### config.mk
export PLATFORM = sky130hd
export DESIGN_NAME = arb_requester_bank
export DESIGN_NICKNAME = d
export VERILOG_FILES = /design/src/rtl/arb_requester_bank.sv
export SDC_FILE = /design/constraint.sdc
export NUM_CORES = 1
export LEC_CHECK = 0
export BUFFER_PORTS_ARGS = -buffer_cell sky130_fd_sc_hd__buf_2
export CORE_MARGIN = 2
export CORE_UTILIZATION = 45
export CTS_CLUSTER_SIZE = 24
export DETAILED_ROUTE_END_ITERATION = 8
export PLACE_DENSITY = 0.65
export SLEW_MARGIN = 20
export SYNTH_ARGS = -nofsm -noshare
export SYNTH_HDL_FRONTEND = slang
export SYNTH_SLANG_ARGS = --single-unit
### constraint.sdc
create_clock -name clk -period 3.6 [get_ports clk]
set_input_delay 0.72 -clock clk [delete_from_list [all_inputs] [get_ports clk]]
set_output_delay 0.72 -clock clk [all_outputs]
set_load 0.02 [all_outputs]
### src/rtl/arb_requester_bank.sv
// Four-channel requester bank feeding a 3>1>0>2 fixed-priority arbiter.
// Each channel holds REQ until it has seen its beat count in granted cycles.
module arb_requester_bank #(
  parameter int LW = 4
) (
  input  logic          clk,
  input  logic          reset,
  input  logic [3:0]    start,
  input  logic [4*LW-1:0] len,
  input  logic [3:0]    GNT,
  output logic [3:0]    REQ,
  output logic [3:0]    beat,
  output logic [3:0]    busy,
  output logic [3:0]    done
);

  typedef enum logic [1:0] {
    S_IDLE,
    S_ARM,
    S_ACT,
    S_FIN
  } st_t;

  st_t           st  [4];
  logic [LW-1:0] cnt [4];
  logic [3:0]    g;

  // arbiter bit order is by priority, not by channel number
  assign g = {GNT[3], GNT[0], GNT[2], GNT[1]};

  always_comb begin
    beat = '0;
    for (int i = 0; i < 4; i++)
      beat[i] = (st[i] == S_ACT) && g[i];
  end

  always_ff @(posedge clk or negedge reset) begin
    if (!reset) begin
      for (int i = 0; i < 4; i++) begin
        st[i]  <= S_IDLE;
        cnt[i] <= '0;
      end
      REQ  <= '0;
      busy <= '0;
      done <= '0;
    end else begin
      for (int i = 0; i < 4; i++) begin
        unique case (st[i])
          S_IDLE: begin
            if (start[i]) begin
              if (len[i*LW +: LW] == '0)
                cnt[i] <= LW'(1);
              else
                cnt[i] <= len[i*LW +: LW];
              st[i]   <= S_ARM;
              REQ[i]  <= 1'b1;
              busy[i] <= 1'b1;
            end
          end
          S_ARM: st[i] <= S_ACT;
          S_ACT: begin
            if (g[i]) begin
              cnt[i] <= cnt[i] - LW'(1);
              if (cnt[i] == LW'(1)) begin
                st[i]   <= S_FIN;
                REQ[i]  <= 1'b0;
                done[i] <= 1'b1;
              end
            end
          end
          S_FIN: begin
            st[i]   <= S_IDLE;
            done[i] <= 1'b0;
            busy[i] <= 1'b0;
          end
          default: st[i] <= S_IDLE;
        endcase
      end
    end
  end

endmodule

Word level (Yosys, flattened, before mapping):

Cells that the tools add are included.

* word-level logic and storage cells: 160
* output and inout port bits: 16
* register bits: 36

* reduce and logical (&&, ||, !) cells: 44
* equality and inequality tests: 28
* muxes and demuxes: 64
* add/subtract/negate cells: 4

Operator list (number)
* $mux W4: 12
* $reduce_and A3 Y1: 12
* $pmux W2 S4: 4
* $pmux W4 S2: 4
* $mux W2: 12
* $pmux W1 S2: 12
* $reduce_bool A2 Y1: 12
* $mux W1: 20
* $eq A2 B2 Y1 const B: 8
* $eq A4 B1 Y1 const B: 4
* $logic_not A4 Y1: 4
* $ne A2 B2 Y1 const B: 8
* $reduce_and A4 Y1: 4
* $sub A4 B1 Y4 const B: 4
* $eq A2 B1 Y1 const B: 4
* $logic_not A2 Y1: 4
* $ne A2 B1 Y1 const B: 4
* $reduce_and A2 Y1: 4
* $logic_and A1 B1 Y1: 4

Depth between registers and ports, before layout:

* word-level depth: 4
* mapped depth: 6
* mapped depth without buffers: 5

Least setup slack after synthesis:

OpenSTA, ideal clock, no wires.

* path type: input to output
* start: input GNT[2]
* end: output beat[1]
* stages: 2
* data required time: 2.880 ns
* arrival: 1.055 ns
* path slack: 1.825 ns
* cells stage by stage: inv_1 -> nor2_1

* cells in the longest elaborated chain, start to end: 1

Ends and longest elaborated chain
* start: declaration: RTL line 10 `input logic [3:0] GNT,`
* $logic_and A1 B1 Y1: RTL line 34 `beat[i] = (st[i] == S_ACT) && g[i];`
* end: declaration: RTL line 12 `output logic [3:0] beat,`

Every way passes these cells.

Worst setup path after layout:

* start: register st[2] (netlist name)
* end: output beat[2]

* cells in the longest elaborated chain, start to end: 2

Ends and longest elaborated chain
* start: declaration: RTL line 24 `st_t st [4];`
* start signal: indexed assignment: RTL line 40 `st[i] <= S_IDLE;`
* start signal: indexed assignment: RTL line 55 `st[i] <= S_ARM;`
* start signal: indexed assignment: RTL line 60 `S_ARM: st[i] <= S_ACT;`
* $eq A2 B2 Y1: RTL line 34
* $logic_and A1 B1 Y1: RTL line 34

Every way passes these cells.

==> metrics.txt <==
worst r2r src=st[2]; ratio of total power to cell area=~900 nW/um^2; H-Tree Depth=2; Avg Inst Size Synth=10.0 um^2; Post-CTS Setup Bufs=0; Final period util=0.616; Reg clk slew, reported paths=about 80 ps; Die W=79.8 um; number of antenna diodes=0; Post-synth EDFFs=0; drt pass-1 iters=4; WL/cell=13.6 um; outcome=finished, final reports clean; max incr delay on CP=approximately 400 ps; r2r endpoint=cnt[4]; CTS max path bufs=2; reg2reg path depth=5; net load switching power=1.15 mW; Layout Cells excl Fill=373; DRC Markers=0; Cell variety after synth=48; die area=6370 um^2; GR Util All Layers=0.174; first-pass GRT wire length=8820 um; number of I/O pins=between 40 and 50; RSZ-0062 raised after global routing=false; worst hold endpoint=REQ[0]; setup TNS=0 ps; Syn Inst Count=258; Sink Count=36; Max VDD drop=0.393 mV; largest net degree at the start of global routing=37; clk_skew=10.1 ps; Hold-fix buffers, CTS=0; Seq pwr share=0.308; Slew headroom=0.430; GRT overflow=0; R2R setup slack=1560 ps; TritonCTS clock tree=done; kind of critical path=reg2out; Final setup viols=0; max-slew violations=0; root buffer cell=clkbuf_8; switching share of power=0.440; slowest CP cell=dfrtp_1; Chip Height=79.8 um; initial antenna violation count=0; Period minus WS final=roughly 2200 ps; TritonCTS Buffers=5; WP data arrival=1500 ps; Max Cap Viol=0; dpl hpwl=roughly 3700 um; synthesis-to-layout area growth=13.9%; asr flop ratio synth=1.00; vias per cell=5.41; HP Start=REQ[0]; DP Cell Count=365; synth warn=0; CP max FO=6; routed vias=just over 2k; Routed Antenna Nets=0; crit end category=output pin; sequence of cells on the critical path=inv_1, ha_1, and2_1, buf_2; Min-Delay Path Class=reg2reg; Seq/Total Area, Yosys=0.348; IO Port Bufs=~40; Clk Latency, worst-skew pair=between 200 and 300 ps; vias in the first global route=1,977; initial drt markers=59; fmax=around 450 MHz; share of post-route cells with drive strength above 1=0.203; post-cts resize count=0; # rows=27; Tightest Pin Transition=856 ps; #FFs+latches synth=36; core area=5540 um^2; WL final=~5100 um; internal power=1.46 mW; Nets=354; Combinational Power Share=0.574; crit start category=flop; Top FF cell, synth=dfrtp_1; CP required=2880 ps; post-synthesis cell area=2590 um^2; final number of hold-violating endpoints=0; hold path depth=2; Initial Util=0.467; Filler Cell Count=532; Clk network pwr share=0.118; routability cong.=a little over 0.8; Leak=1.40 nW; Synthesized Nets=roughly 310
==> critical path: cells and delay by family (launching register included) <==
family | cells | cell delay, ps
fa+ha+maj | 1 | 310
flops | 1 | 400
simple gates | 1 | 190
buf+inv | 2 | 300
==> stage by stage <==
stage / power, mW / area (um^2) / hold slack, ps / setup slack [ps] / util
floorplan: 1.97 / 2590 / 424 / 1830 / -
finish: 2.61 / 2950 / 513 / 1380 / 0.532
CTS: 2.65 / 2950 / 519 / 1360 / 0.532
global route: 2.90 / 2950 / 546 / 1270 / 0.532
global placement: 2.29 / 2850 / 490 / 1620 / 0.515
detailed placement: 2.32 / 2850 / 497 / 1580 / 0.515
==> cells in the mapped netlist, types with 2 or more instances <==
library cell | count | area share
or3b_1 | 4 | 0.014
nand4b_1 | 2 | 0.0068
nand4bb_1 | 3 | 0.013
ha_1 | 28 | 0.14
or3_1 | 5 | 0.012
or4_1 | 3 | 0.0087
a221oi_2 | 3 | 0.017
nor4bb_1 | 3 | 0.012
dfrtp_1 | 36 | 0.35
mux2_1 | 2 | 0.0087
and4b_1 | 4 | 0.015
nand3b_1 | 3 | 0.0087
clkbuf_1 | 2 | 0.0029
nand3_1 | 3 | 0.0058
a21oi_1 | 4 | 0.0077
nor3_1 | 4 | 0.0077
a31oi_1 | 3 | 0.0073
nand2b_1 | 8 | 0.019
and2_1 | 3 | 0.0073
inv_1 | 32 | 0.046
o21ai_0 | 16 | 0.031
a221oi_1 | 3 | 0.010
a2bb2oi_1 | 4 | 0.014
a211o_1 | 4 | 0.014
o2bb2ai_1 | 5 | 0.017
nor4_1 | 3 | 0.0073
mux2i_1 | 18 | 0.070
nor2b_1 | 6 | 0.015
buf_2 | 4 | 0.0077
o31ai_1 | 3 | 0.0087
nor2_1 | 7 | 0.010
nand2_1 | 10 | 0.015
mux2_2 | 4 | 0.017
nor4b_1 | 2 | 0.0068
==> sequential cells by signal (all words and copies together) (netlist names) <==
signal and cells:
cnt 16, REQ 4, done 4, st 8
busy 4
==> how the worst max path moves through the flow <==
stage / slack (ps) / from / end / cells past startpoint
global route: 1270 / st[2] / beat[2] / 4
finish: 1380 / st[2] / beat[2] / 4
detailed placement: 1580 / st[2] / cnt[6] / 5
global placement: 1620 / st[2] / cnt[4] / 5
floorplan: 1830 / GNT[2] / beat[1] / 2
CTS: 1360 / st[2] / beat[2] / 4
==> layer usage <==
layer | vias to the layer above | wire [um] | GRT usage
li1 | 1029 | - | -
met5 | - | 0 | 0
met4 | 0 | 55 | 0.0559
met3 | 5 | 177 | 0.0396
met1 | 947 | 2440 | 0.227
met2 | 36 | 2410 | 0.286
==> cell families (layout without fill, tap and decap cells) <==
logic type | count (synthesis) | count (layout) | share of synthesized area
adders and majority gates | 28 | 28 | 0.135
muxes | 24 | 24 | 0.0958
DFF | 36 | 36 | 0.348
and+or+nand+nor | 78 | 78 | 0.200
AOI/OAI and AO/OA | 54 | 54 | 0.164
buffers and inverters | 38 | 81 | 0.0571
==> power by group through the flow <==
stage | sequential, mW | combinational [mW] | clock (mW)
floorplan | 0.841 | 1.13 | 0
global placement | 0.804 | 1.48 | 0
detailed placement | 0.813 | 1.51 | 0
CTS | 0.805 | 1.52 | 0.325
global route | 0.842 | 1.72 | 0.337
finish | 0.804 | 1.50 | 0.308
==> final cells by class <==
cell class | count | area, um^2 | area share
clock buffer | 6 | 82.6 | 0.0280
timing repair buffer | 41 | 205 | 0.0696
sequential | 36 | 901 | 0.306
multi-input combinational | 184 | 1540 | 0.522
clock inverter | 2 | 10.0 | 0.00340
tap | 72 | 90.1 | 0.0306
inverter | 32 | 120 | 0.0408
==> cells in the final DEF (no fill, tap or decap), drive strengths merged, types with 6 or more instances in the layout <==
| master | count |
|---|---|
| buf | 41 |
| dfrtp | 36 |
| inv | 32 |
| ha | 28 |
| mux2i | 18 |
| o21ai | 16 |
| nand2 | 10 |
| nand2b | 8 |
| nor2 | 7 |
| a221oi | 7 |
| nor2b | 6 |
| clkbuf | 6 |
| mux2 | 6 |
No activity file was read; power rests on OpenSTA's default activity.
